<file path="config.mk">
export PLATFORM = sky130hd
export DESIGN_NAME = stack_unit
export DESIGN_NICKNAME = d
export VERILOG_FILES = /design/src/rtl/stack_unit.sv
export SDC_FILE = /design/constraint.sdc
export NUM_CORES = 1
export LEC_CHECK = 0
export BUFFER_PORTS_ARGS = -buffer_cell sky130_fd_sc_hd__buf_2
export CAP_MARGIN = 20
export CORE_AREA = 2 2 202 204
export CTS_CLUSTER_SIZE = 40
export DETAILED_ROUTE_END_ITERATION = 10
export DIE_AREA = 0 0 204 206
export PLACE_DENSITY = 0.8
export SLEW_MARGIN = 20
export SYNTH_ARGS = -nofsm -noshare
export SYNTH_HDL_FRONTEND = slang
export SYNTH_SLANG_ARGS = --single-unit
</file>
<file path="constraint.sdc">
create_clock -name clk -period 4.2 [get_ports clk]
set_clock_uncertainty 0.05 [all_clocks]
set_input_delay 1.05 -clock clk [delete_from_list [all_inputs] [get_ports clk]]
set_output_delay 1.05 -clock clk [all_outputs]
set_load 0.01 [all_outputs]
</file>
<file path="src/rtl/stack_unit.sv">
// -----------------------------------------------------------------------------
// stack_unit
//   LIFO stack that serves the push/pop requests from the decode stage for stack
//   instructions. The popped word is returned one cycle after the pop request,
//   registered, so it can be muxed into writeback. Overflow and underflow are
//   reported as sticky error bits until clr_err clears them.
//
//   Optional feature (macro STACK_PEEK_EN):
//     When defined, the top_data output combinationally shows the current top
//     of stack (0 when the stack is empty).
//
// Ports:
//   clk        in   system clock, rising edge
//   rst        in   asynchronous, active-high reset
//   push       in   push request
//   pop        in   pop request
//   push_data  in   word to push            [DATA_WIDTH]
//   clr_err    in   synchronous clear of the sticky error flags
//   pop_data   out  popped word, registered [DATA_WIDTH]
//   pop_valid  out  one-cycle pulse, pop_data is valid
//   empty      out  count == 0
//   full       out  count == DEPTH
//   count      out  occupancy 0..DEPTH      [PTR_WIDTH+1]
//   overflow   out  sticky: push while full
//   underflow  out  sticky: pop while empty
//   top_data   out  top-of-stack peek       [DATA_WIDTH]  (STACK_PEEK_EN only)
// -----------------------------------------------------------------------------
module stack_unit #(
  parameter int DATA_WIDTH = 32,
  parameter int DEPTH      = 16,
  parameter int PTR_WIDTH  = 4
) (
  input  logic                  clk,
  input  logic                  rst,
  input  logic                  push,
  input  logic                  pop,
  input  logic [DATA_WIDTH-1:0] push_data,
  input  logic                  clr_err,
  output logic [DATA_WIDTH-1:0] pop_data,
  output logic                  pop_valid,
  output logic                  empty,
  output logic                  full,
  output logic [PTR_WIDTH:0]    count,
`ifdef STACK_PEEK_EN
  output logic [DATA_WIDTH-1:0] top_data,
`endif
  output logic                  overflow,
  output logic                  underflow
);

  localparam logic [PTR_WIDTH:0]   FULL_COUNT = (PTR_WIDTH + 1)'(DEPTH);
  localparam logic [PTR_WIDTH:0]   ONE_COUNT  = (PTR_WIDTH + 1)'(1);
  localparam logic [PTR_WIDTH-1:0] ONE_PTR    = PTR_WIDTH'(1);

  // Storage has no reset: contents are meaningless until written.
  logic [DATA_WIDTH-1:0] mem [DEPTH];

  logic [PTR_WIDTH-1:0]  top_idx;
  logic [DATA_WIDTH-1:0] top_word;

  // Decoded request classes
  logic push_only_ok;   // push into a non-full stack
  logic pop_only_ok;    // pop from a non-empty stack
  logic swap;           // push+pop on a non-empty stack: replace the top
  logic bypass;         // push+pop on an empty stack: forward push_data
  logic ovf_event;
  logic udf_event;

  logic                  wr_en;
  logic [PTR_WIDTH-1:0]  wr_idx;

  logic [PTR_WIDTH:0]    count_next;
  logic [DATA_WIDTH-1:0] pop_data_next;
  logic                  pop_valid_next;
  logic                  overflow_next;
  logic                  underflow_next;

  assign empty = (count == '0);
  assign full  = (count == FULL_COUNT);

  // The low PTR_WIDTH bits of count-1 address the top entry; for a full stack
  // the low bits of count are 0 and the subtraction wraps to DEPTH-1 as wanted.
  assign top_idx  = count[PTR_WIDTH-1:0] - ONE_PTR;
  assign top_word = mem[top_idx];

  assign push_only_ok = push && !pop && !full;
  assign pop_only_ok  = pop && !push && !empty;
  assign swap         = push && pop && !empty;
  assign bypass       = push && pop && empty;
  assign ovf_event    = push && !pop && full;
  assign udf_event    = pop && !push && empty;

  always_comb begin
    wr_en          = 1'b0;
    wr_idx         = count[PTR_WIDTH-1:0];
    count_next     = count;
    pop_data_next  = pop_data;
    pop_valid_next = 1'b0;
    overflow_next  = overflow;
    underflow_next = underflow;

    if (push_only_ok) begin
      wr_en      = 1'b1;
      wr_idx     = count[PTR_WIDTH-1:0];
      count_next = count + ONE_COUNT;
    end

    if (pop_only_ok) begin
      pop_data_next  = top_word;
      pop_valid_next = 1'b1;
      count_next     = count - ONE_COUNT;
    end

    if (swap) begin
      // Old top is read out while the new word overwrites the same slot.
      wr_en          = 1'b1;
      wr_idx         = top_idx;
      pop_data_next  = top_word;
      pop_valid_next = 1'b1;
    end

    if (bypass) begin
      pop_data_next  = push_data;
      pop_valid_next = 1'b1;
    end

    // A new error event takes priority over a clear in the same cycle.
    if (clr_err) begin
      overflow_next  = 1'b0;
      underflow_next = 1'b0;
    end
    if (ovf_event) overflow_next  = 1'b1;
    if (udf_event) underflow_next = 1'b1;
  end

  always_ff @(posedge clk) begin
    if (wr_en) begin
      mem[wr_idx] <= push_data;
    end
  end

  always_ff @(posedge clk or posedge rst) begin
    if (rst) begin
      count     <= '0;
      pop_data  <= '0;
      pop_valid <= 1'b0;
      overflow  <= 1'b0;
      underflow <= 1'b0;
    end else begin
      count     <= count_next;
      pop_data  <= pop_data_next;
      pop_valid <= pop_valid_next;
      overflow  <= overflow_next;
      underflow <= underflow_next;
    end
  end

`ifdef STACK_PEEK_EN
  assign top_data = empty ? '0 : top_word;
`endif

endmodule

</file>
### After elaboration in Yosys (flattened, before gate mapping)

Memories as Yosys holds them, arrays and structs flattened.
Index checks and enable logic that the tools add are counted.

| operators by class | value |
|---|---|
| reductions and logical operators | 18 |
| muxes and demuxes | 16 |
| add/subtract/negate cells | 3 |
| eq/ne operators | 1 |

Operators with widths:

| kind | number |
|---|---|
| $mux W32 | 3 |
| $mux W1 | 10 |
| $mux W5 | 2 |
| $logic_and A1 B1 Y1 | 9 |
| $reduce_bool A2 Y1 | 3 |
| $add A5 B1 Y5 const B | 1 |
| $eq A5 B5 Y1 const B | 1 |
| $logic_not A5 Y1 | 1 |
| $sub A5 B1 Y5 const B | 1 |
| $logic_not A1 Y1 | 4 |
| $mux W4 | 1 |
| $sub A4 B1 Y4 const B | 1 |
| $reduce_bool A3 Y1 | 1 |

| storage, ports and cells | value |
|---|---|
| memory bits (writable) | 512 |
| word-level logic and storage cells | 44 |
| input port bits | 37 |
| memories | 1 |
| register bits after elaboration | 40 |
| output and inout bits | 42 |

Memory list:

| name | words | width | rd ports | clocked after memory_dff | wr ports | line | text |
|---|---|---|---|---|---|---|---|
| mem | 16 | 32 | 1 | 0 | 1 | 56 | `logic [DATA_WIDTH-1:0] mem [DEPTH];` |

### Depth between registers and ports, before layout

Gate-level depths: netlist of the first run.

| depth | value |
|---|---|
| depth after elaboration | 7 |
| depth in mapped cells | 17 |
| mapped depth without buffers | 12 |

### Worst setup path before layout of the first run

Ideal clock, no wire load.

| timing | value |
|---|---|
| kind | register to register |
| start | register count[0] |
| end | memory mem[12][0] (enable) |
| library setup time | 421 ps |
| arrival time | 4087 ps |
| path buffers | 7 |
| slack | -358 ps |
| period minus slack after synthesis | 4558 ps |
| data required time | 3729 ps |
| cell stages (with the launch flop) | 14 |
| path through | dfrtp_1 -> clkbuf_1 -> buf_4 -> buf_2 -> inv_2 -> buf_2 -> ha_1 -> buf_2 -> clkbuf_1 -> clkbuf_1 -> nand4_1 -> o31ai_1 -> nand2_1 -> nor2_1 |

| on the way | value |
|---|---|
| cells in the longest elaborated chain, start to end | 7 |
| elaborated cells between the ends (all ways) | 12 |
| classes of those cells | add/sub (1); eq/ne (1); mux (5); reduce/logical (5) |

Ends and longest elaborated chain:

| what | line | text |
|---|---|---|
| from (decl) | 43 | `output logic [PTR_WIDTH:0] count,` |
| from (signal assigned) | 150 | `count <= count_next;` |
| $eq A5 B5 Y1 | 79 | `assign full = (count == FULL_COUNT);` |
| $logic_not A1 Y1 | 86 | `assign push_only_ok = push && !pop && !full;` |
| $logic_and A1 B1 Y1 | 86 |  |
| $mux W1 | 102 | `if (push_only_ok) begin` |
| $mux W1 | 114 | `if (swap) begin` |
| $mux W1 | 137 | `if (wr_en) begin` |
| $mux W1 (not written as such) | 138 | `mem[wr_idx] <= push_data;` |
| to (decl) | 56 |  |

Several ways; a longest one is shown, not always the timed one.

### Worst setup path in the final report of the first run

| timing | value |
|---|---|
| start | register count[1] |
| end | memory mem[1][6] (enable) |

The elaborated chain is that of the path after synthesis.

==> metrics.csv, run 1 <==
stage;metric;value;unit
power;Sequential Power Share;39.2;%
clock_network;setup bufs post-CTS;0;
finish;layout cell share with drive strength beyond 1;31.7;%
sta;RSZ-0062 raised after global routing;no;
finish;diode count;0;
logic_synthesis;Synth area leader;edfxtp_1;
route;DR vias/cell;6.26;
clock_network;clk sinks;552;
global_route;met1 GRT Util;30.3;%
route;DR DRC count;0;
clock_network;PostCTS Resize Cnt;0;
clock_network;number of CTS-inserted buffers;53;
worst_setup_path;crit end category;flop;
die;die width;204;um
logic_synthesis;ys flop type;edfxtp_1;
job;MaxCap Viol Count;0;
clock_network;CTS tree;done;
global_route;grt total ovfl;0;
global_route;met3 Use GR;4.27;%
place;gpl congestion;0.848;
logic_synthesis;Synth top area share;71.2;%
die;Starting Density;53.8;%
sta;worst-margin pin slew;1.00;ns
clock_network;clk root buf;clkbuf_16;
die;core area;0.0402;sq mm
worst_setup_path;crit path DAT;3.82;ns
sta;fin crit share;84.5;%
worst_hold_path;WHS Path Cells;1;
clock_network;H-Tree Depth;2;
logic_synthesis;top post-synthesis cells by area;edfxtp_1 (71%), mux4_2 (13%), dfrtp_1 (4.6%);
logic_synthesis;Syn Nets;1070;
route;vias post-DR;10761;
sta;Fmax;282;MHz
power;Max VDD drop;404;uV
power;leakage power;7.99;nW
finish;P&R area growth vs syn;13.4;%
global_route;initial antenna violation count;0;
logic_synthesis;number of synthesized flops with an enable pin;512;
sta;min cycle time layout;3.55;ns
status;status;completed;
clock_network;Worst-path clk slew;0.06;ns
worst_setup_path;critical path class;flop to flop;
global_route;largest net degree at the start of global routing;59;
worst_setup_path;type of origin of the critical path;flop;
die;I/O pin count;79;
power;PD cells;740;mW/mm^2
logic_synthesis;ys async rst share;7.25;%
route;starting DRC count in detailed routing;1090;
power;combinational share of power;36.7;%
route;DRT antenna net count;0;
global_route;vias in the first global route;11198;
global_route;GR peak layer;met2;
clock_network;CTS Hold Bufs;0;
global_route;met2 Usage GRT;38.9;%
sta;final setup vio count;0;
route;final wirelength;47.3;mm
worst_setup_path;CP required;4.47;ns
global_route;GR Util All Layers;23.1;%
finish;Final Non-Filler Cells;1718;
sta;final hold slack;0.450;ns
worst_setup_path;peak fanout along the critical path;17;
logic_synthesis;#FFs+latches synth;552;
clock_network;CTS max path bufs;3;
die;chip height;206;um
clock_network;clk_lat worst skew;0.58;ns
sta;relative max-transition margin;33.0;%
place;I/O Buffers;78;
place;dpl cells;1620;
logic_synthesis;Post-Synthesis Cells;1030;
die;Row Count;74;
place;Detailed Place HPWL;26.7;mm
die;die area;0.0420;sq mm
route;WL per Instance;27.5;um
sta;setup ws final;0.653;ns
worst_hold_path;worst hold path type;flop to flop;
logic_synthesis;unique cell type count in the Yosys netlist;49;
route;DR pass1 iterations;6;
finish;fin nets;1186;
power;Net Sw Frac;32.5;%
sta;Hold Violations, Final;0;
logic_synthesis;average cell area after synthesis;21.0;sq um
finish;area of all placed cells without fillers;0.0245;sq mm
sta;Setup TNS;0;ns
place;Place WS;0.406;ns
worst_setup_path;r2r worst-path depth;9;
power;clock group share of total power;24.1;%
global_route;global-route wire length before repair;70.5;mm
logic_synthesis;synthesized cell area;0.0216;sq mm
sta;Max Slew Vio Count;0;
power;net load switching power;0.00590;W
logic_synthesis;Warnings, synthesis;0;
power;internal power;0.0122;W
logic_synthesis;sequential cell area fraction in the yosys report;75.8;%
place;placed cell areas;0.0228;sq mm
Yosys cell counts (2+ instances only):
library cell and instances:
o21ai_2 2, o21ai_0 4, buf_2 17, a211o_1 3
buf_6 8, xor2_1 2, nand4_1 3, nor3_1 15
inv_1 16, and2_1 24, o22a_1 7, and2_4 2
dfrtp_1 40, inv_2 2, mux2i_1 26, o31ai_1 2
nand2b_1 3, nor4_1 4, buf_1 2, a211oi_2 26
nor2_1 23, a211oi_1 20, o22ai_1 36, a21oi_1 13
mux4_2 128, edfxtp_1 512, a22oi_1 4, buf_4 8
ha_1 3, nand3_1 10, clkbuf_1 21, nand2_1 23
xnor2_1 5
sequential cells by signal (all words and copies together), names as in the netlist:
signal     count
count          5
mem          512
overflow       1
pop_data      32
pop_valid      1
underflow      1
worst max-delay path: stages (launching register included):
cell	delay, ns
dfrtp_1	0.49
inv_1	0.26
ha_4	0.18
or4b_1	0.47
buf_4	0.20
nand2_1	0.13
nor3_1	0.08
a22oi_1	0.81
nor2_4	0.33
buf_16	0.27
cells by family (layout without fill, tap and decap cells):
group	Yosys count	after routing	share of synthesized area (%)
DFF	552	552	75.8
muxes	155	155	14.6
AOI/OAI and AO/OA	123	123	4.56
and+or+nand+nor	115	115	2.72
buffers and inverters	75	231	1.87
xor gates and xnor gates	7	7	0.284
adders and majority gates	3	3	0.174
final timing paths:
check	start	endpoint	slack, ns
setup / recovery	count[1]$_DFFE_PP0P_	mem[1][6]$_DFFE_PP_	0.65
hold / removal	pop_data[31]$_DFFE_PP0P_	pop_data[31]$_DFFE_PP0P_	0.45
setup reg to reg	count[1]$_DFFE_PP0P_	mem[1][6]$_DFFE_PP_	0.65
hold reg to reg	pop_data[31]$_DFFE_PP0P_	pop_data[31]$_DFFE_PP0P_	0.45
max in group asynchronous	rst	pop_data[10]$_DFFE_PP0P_	2.81
min in group asynchronous	rst	pop_data[27]$_DFFE_PP0P_	0.58
per-layer routing:
metal / share of wire (%) / vias to the layer above
li1: - / 4528
met1: 38 / 5659
met2: 51 / 482
met3: 7.0 / 92
met4: 3.3 / 0
met5: 0 / -
layout make-up:
class | count | area [sq um]
clock buffers | 63 | 1400
clock inverters | 32 | 180
fillers | 2698 | 15700
inverters | 18 | 67.6
repair buffers | 118 | 826
flip-flops and latches | 552 | 16400
multi-input cells | 403 | 4980
well taps | 532 | 666
placed cells by master (no fill, tap or decap), types with 12 or more instances in the layout:
master	synthesis	layout
a211oi_1	20	20
a211oi_2	26	26
a21oi_1	13	13
and2_1	24	24
buf_2	17	78
buf_4	8	31
clkbuf_16	0	53
clkinv_1	0	15
clkinv_2	0	12
dfrtp_1	40	39
edfxtp_1	512	512
inv_1	16	15
mux2i_1	26	26
mux4_2	128	128
nand2_1	23	23
nor2_4	0	16
nor3_1	15	15
o22ai_1	36	36
power groups by stage:
| stage | Clock (W) | Combinational, W | Sequential (W) |
|---|---|---|---|
| 3_3_place_gp | 0 | 0.00653 | 0.00717 |
| 5_1_grt | 0.00464 | 0.00711 | 0.00717 |
| 3_5_place_dp | 0 | 0.00667 | 0.00721 |
| 2_1_floorplan | 0 | 0.00492 | 0.00716 |
| 4_1_cts | 0.00444 | 0.00673 | 0.00712 |
| 6_report | 0.00437 | 0.00666 | 0.00711 |
through the flow:
stage          power, W  util, %
5_1_grt          0.0189     61.0
4_1_cts          0.0183     60.8
6_report         0.0181     61.0
2_1_floorplan    0.0121        -
3_3_place_gp     0.0137     56.8
3_5_place_dp     0.0139     56.8
Note: power is estimated with default switching activity, not from simulation.
==> inputs of run 2 (changes only) <==
CORE_AREA = 2 2 193 195   (was 2 2 202 204)
DIE_AREA = 0 0 195 197   (was 0 0 204 206)
PLACE_DENSITY = 0.83   (was 0.8)
clock period = 3.66 ns   (was 4.2 ns; I/O delays follow)
==> metrics.csv, run 2 (synthesis gave the netlist of run 1 again) <==
stage;metric;value;unit;change
status;status;completed;;
power;PD cells;887;mW/mm^2;+20%
finish;Final Non-Filler Cells;1670;;-2.8%
sta;relative max-transition margin;35.2;%;+2.1 points
job;MaxCap Viol Count;0;;unchanged
worst_setup_path;reg2reg start;count[0]$_DFFE_PP0P_;;
finish;Largest regs;mem (512), pop_data (32), count (5);;
power;Sequential Power Share;37.2;%;-2.0 points
route;final wirelength;50.2;mm;+6.2%
worst_hold_path;worst hold path type;input port to asynchronous set/reset pin;;
worst_setup_path;type of origin of the critical path;flop;;
power;leakage power;8.17;nW;+2.2%
clock_network;H-Tree Depth;2;;unchanged
worst_setup_path;CP most frequent cell;inv_2;;
die;core area;0.0363;sq mm;-9.8%
worst_setup_path;CP required;2.69;ns;-1.78 ns
die;Row Count;70;;-5.4%
global_route;global-route wire length before repair;75.4;mm;+6.9%
worst_setup_path;peak fanout along the critical path;21;;+4
worst_setup_path;crit end category;output port;;
sta;Setup TNS;0;ns;unchanged
finish;commonest non-fill, non-tap cell in the layout;edfxtp_1;;
sta;worst-margin pin slew;0.972;ns;-0.0320 ns
sta;Fmax;290;MHz;
sta;min cycle time layout;3.45;ns;
place;I/O Buffers;78;;unchanged
die;die area;0.0384;sq mm;-8.6%
worst_setup_path;crit path DAT;2.48;ns;-1.34 ns
global_route;GR Util All Layers;27.1;%;+4.0 points
clock_network;clk sinks;552;;unchanged
route;starting DRC count in detailed routing;1322;;+21%
place;Place WS;0.443;ns;+0.0365 ns
place;gpl congestion;0.826;;-2.6%
route;DR vias/cell;6.71;;+7.1%
die;chip height;197;um;-4.4%
power;combinational share of power;36.9;%;+0.2 points
power;internal power;0.0148;W;+21%
clock_network;clk root buf;clkbuf_16;;
clock_network;number of CTS-inserted buffers;52;;-1.9%
finish;number of flip-flops in the largest register;512;;unchanged
place;Detailed Place HPWL;27.3;mm;+2.6%
route;DRT antenna net count;0;;unchanged
sta;final hold slack;0.321;ns;-0.128 ns
worst_setup_path;CP peak stage delay;0.61;ns;-0.20 ns
clock_network;Worst-path clk slew;0.06;ns;about the same
clock_network;CTS Hold Bufs;0;;unchanged
power;Max VDD drop;717;uV;+77%
power;net load switching power;0.00716;W;+21%
route;vias post-DR;11198;;+4.1%
finish;Top reg by flops;mem;;
die;die width;195;um;-4.4%
finish;Core Util, Final;68.3;%;+7.3 points
finish;layout cell share with drive strength beyond 1;33.4;%;+1.7 points
die;I/O pin count;79;;unchanged
clock_network;clk_lat worst skew;0.58;ns;about the same
worst_setup_path;Crit-path slowest cell;dfrtp_4;;
global_route;largest net degree at the start of global routing;96;;+63%
worst_setup_path;CP cell instances;inv_2, ha_4, or4b_1, inv_2, buf_4, buf_2;;
clock_network;CTS tree;done;;
finish;diode count;0;;unchanged
power;Net Sw Frac;32.6;%;+0.13 points
sta;fin crit share;94.1;%;
clock_network;setup bufs post-CTS;0;;unchanged
finish;fin nets;1198;;+1.0%
sta;Hold Violations, Final;0;;unchanged
global_route;vias in the first global route;11679;;+4.3%
clock_network;PostCTS Resize Cnt;0;;unchanged
finish;most frequent cells in the layout;edfxtp_1 (512), mux4_2 (128), buf_2 (78);;
power;clock group share of total power;25.9;%;+1.8 points
clock_network;CTS max path bufs;3;;unchanged
route;WL per Instance;30.1;um;+9.3%
route;DR DRC count;0;;unchanged
die;Starting Density;59.6;%;+5.8 points
place;dpl cells;1572;;-3.0%
sta;Max Slew Vio Count;0;;unchanged
sta;setup ws final;0.215;ns;-0.438 ns
finish;P&R area growth vs syn;14.6;%;
global_route;grt total ovfl;0;;unchanged
worst_setup_path;Crit. Startpoint;count[0]$_DFFE_PP0P_;;
global_route;initial antenna violation count;0;;unchanged
sta;final setup vio count;0;;unchanged
worst_setup_path;critical path class;flop to output port;;
route;DR pass1 iterations;5;;-1
sta;RSZ-0062 raised after global routing;no;;
## run 2: cell types whose count changed in the layout (fill, tap and decap cells not counted), moves of 2 or more
cell,before,now
buf_12,6,10
buf_16,3,0
buf_4,31,43
bufinv_16,1,7
clkbuf_1,6,10
clkbuf_8,4,8
clkinv_1,15,2
clkinv_2,12,10
clkinvlp_4,1,4
o21ai_0,4,2
o21ai_1,0,2
## run 2: worst max-delay path: cells and delay by family (launching register included)
| kind | cells | cell delay, ns |
|---|---|---|
| adders and majority gates | 1 | 0.15 |
| buffers and inverters | 4 | 0.64 |
| DFF | 1 | 0.61 |
| and+or+nand+nor | 1 | 0.50 |
## run 2: final timing paths
kind	to	slack (ns)	cells after the start
max	empty	0.21	6
min in group clk	underflow$_DFFE_PP0P_	0.44	1
max reg2reg	mem[2][20]$_DFFE_PP_	0.36	9
min reg2reg	underflow$_DFFE_PP0P_	0.44	1
min	pop_data[15]$_DFFE_PP0P_	0.32	2
max in group asynchronous	pop_data[22]$_DFFE_PP0P_	2.55	3
## run 2: metrics by stage
stage	power, W	instance area (sq um)
floorplan	0.0139	21700
global placement	0.0160	22900
detailed placement	0.0163	22900
CTS	0.0221	24800
global route	0.0228	24800
finish	0.0219	24800
## run 2: power by group through the flow
stage	clock, W	sequential, W	combinational [W]
finish	0.00569	0.00815	0.00810
global route	0.00598	0.00821	0.00862
CTS	0.00577	0.00816	0.00817
detailed placement	0	0.00826	0.00801
global placement	0	0.00821	0.00780
floorplan	0	0.00819	0.00574
## run 2: layout make-up
class                           instances  area [sq um]
Tap cell                              468           586
Inverter                               18          67.6
Fill cell                            2205         11500
Multi-Input combinational cell        403          4980
Timing Repair Buffer                  131           913
Clock inverter                         26           332
Clock buffer                           72          1500
Sequential cell                       552         16400
## run 2: per-layer routing
layer	GRT usage [%]	share of wire [%]
met2	45.6	51
met4	9.61	3.2
met5	0	0
met3	5.00	8.9
met1	36.4	37
==> inputs of run 3 (changes only) <==
PLACE_DENSITY = not set   (was 0.83)
PLACE_DENSITY_LB_ADDON = 0.3   (was not set)
==> metrics.csv, run 3 (synthesis gave the netlist of run 1 again) <==
stage;metric;value;unit;change
sta;Setup TNS;0;ns;unchanged
finish;fin nets;1194;;-0.33%
finish;most frequent cells in the layout;edfxtp_1 (512), mux4_2 (128), buf_2 (78);;
clock_network;Worst-path clk slew;0.06;ns;about the same
place;Detailed Place HPWL;26.6;mm;-2.7%
worst_setup_path;CP required;2.69;ns;about the same
worst_setup_path;r2r setup slk;0.39;ns;+0.03 ns
worst_setup_path;critical path class;flop to output port;;
clock_network;number of CTS-inserted buffers;53;;+1.9%
global_route;initial antenna violation count;1;;+1
global_route;grt total ovfl;0;;unchanged
die;Row Count;70;;unchanged
route;DRT antenna net count;0;;unchanged
finish;diode count;0;;unchanged
worst_hold_path;worst hold path type;input port to asynchronous set/reset pin;;
power;leakage power;8.21;nW;+0.48%
power;PD cells;889;mW/mm^2;+0.29%
sta;Hold Violations, Final;0;;unchanged
finish;number of flip-flops in the largest register;512;;unchanged
die;die area;0.0384;sq mm;unchanged
clock_network;clk root buf;clkbuf_16;;
global_route;GR Util All Layers;25.0;%;-2.1 points
sta;final hold slack;0.316;ns;-0.00554 ns
power;Max VDD drop;851;uV;+19%
clock_network;H-Tree Depth;2;;unchanged
clock_network;CTS Hold Bufs;0;;unchanged
sta;fin crit share;90.8;%;-3.4 points
route;DR vias/cell;6.45;;-3.9%
sta;Max Slew Vio Count;0;;unchanged
worst_setup_path;reg2reg start;count[1]$_DFFE_PP0P_;;
worst_setup_path;Crit-path slowest cell;or4b_1;;
worst_setup_path;worst reg2reg endpoint;mem[11][18]$_DFFE_PP_;;
clock_network;setup bufs post-CTS;0;;unchanged
sta;RSZ-0062 raised after global routing;no;;
route;DR DRC count;0;;unchanged
worst_setup_path;peak fanout along the critical path;14;;-33%
finish;area of all placed cells without fillers;0.0249;sq mm;+0.39%
die;die width;195;um;unchanged
place;gpl congestion;0.841;;+1.8%
place;I/O Buffers;78;;unchanged
route;WL per Instance;27.7;um;-7.9%
finish;Filler cells;2221;;+0.73%
worst_setup_path;crit path DAT;2.36;ns;-0.12 ns
worst_setup_path;CP cell instances;inv_1, ha_4, or4b_1, inv_2, buf_2;;
power;Pwr Total;0.0221;W;+0.68%
finish;commonest non-fill, non-tap cell in the layout;edfxtp_1;;
sta;relative max-transition margin;38.3;%;+3.1 points
finish;Largest regs;mem (512), pop_data (32), count (5);;
clock_network;clk_lat worst skew;0.59;ns;about the same
route;starting DRC count in detailed routing;871;;-34%
clock_network;CTS tree;done;;
die;I/O pin count;79;;unchanged
global_route;largest net degree at the start of global routing;51;;-47%
route;DR pass1 iterations;8;;+3
status;status;completed;;
place;Place WS;0.328;ns;-0.115 ns
worst_setup_path;type of origin of the critical path;flop;;
job;MaxCap Viol Count;0;;unchanged
finish;P&R area growth vs syn;15.0;%;
place;placed cell areas;0.0229;sq mm;-0.22%
clock_network;clk sinks;552;;unchanged
worst_setup_path;crit end category;output port;;
die;core area;0.0363;sq mm;unchanged
sta;min cycle time layout;3.32;ns;-0.124 ns
die;Starting Density;59.6;%;unchanged
clock_network;PostCTS Resize Cnt;0;;unchanged
route;vias post-DR;10733;;-4.2%
sta;final setup vio count;0;;unchanged
finish;Top reg by flops;mem;;
clock_network;CTS max path bufs;3;;unchanged
global_route;vias in the first global route;11163;;-4.4%
sta;setup ws final;0.338;ns;+0.124 ns
die;chip height;197;um;unchanged
global_route;global-route wire length before repair;70.1;mm;-7.1%
finish;layout cell share with drive strength beyond 1;33.2;%;-0.28 points
worst_setup_path;CP peak stage delay;0.53;ns;-0.08 ns
sta;Fmax;301;MHz;+3.7%
worst_setup_path;r2r worst-path depth;9;;unchanged
route;final wirelength;46.1;mm;-8.2%
sta;worst-margin pin slew;0.925;ns;-0.0470 ns
-- run 3: stage by stage --
stage | instances | utilization, %
3_3_place_gp | 1567 | 63.1
2_1_floorplan | 1030 | -
6_report | 1665 | 68.5
3_5_place_dp | 1567 | 63.1
5_1_grt | 1665 | 68.5
4_1_cts | 1665 | 68.5
-- run 3: where the power goes --
group | leakage [nW] | internal [W] | switching [W]
registers | 5.08 | 0.00778 | 0.000310
clock network | 0.962 | 0.00380 | 0.00230
logic | 2.16 | 0.00361 | 0.00430
total | 8.21 | 0.0152 | 0.00691
-- run 3: routing by layer --
layer	routed length, um	global-route usage (%)
met3	3100	4.65
met2	24000	42.7
met4	1050	7.21
met1	18000	33.6
met5	0	0
-- run 3: worst max-delay path: cells and delay by family (launching register included) --
kind                     cells  cell delay (ns)
flip-flops                   1             0.38
adder cells (fa/ha/maj)      1             0.18
buffers and inverters        3             0.69
AND/OR/NAND/NOR              1             0.53
-- run 3: layout make-up --
class	count	area, sq um	share of cell area, %
flip-flops and latches	552	16400	65.9
clock buffers	58	1390	5.58
clock inverters	40	589	2.37
well taps	468	586	2.36
multi-input cells	403	4980	20.0
inverters	18	67.6	0.272
repair buffers	126	863	3.47
-- run 3: worst max path at each step --
stage / startpoint / end / slack [ns] / depth (start not counted)
after floorplan: count[0]$_DFFE_PP0P_ / mem[0][0]$_DFFE_PP_ / -0.01 / 13
after global placement: pop / mem[11][1]$_DFFE_PP_ / 0.41 / 7
after detailed placement: pop / mem[11][0]$_DFFE_PP_ / 0.33 / 7
after CTS: count[1]$_DFFE_PP0P_ / empty / 0.34 / 5
after global routing: count[1]$_DFFE_PP0P_ / mem[5][15]$_DFFE_PP_ / 0.25 / 9
final: count[1]$_DFFE_PP0P_ / empty / 0.34 / 5
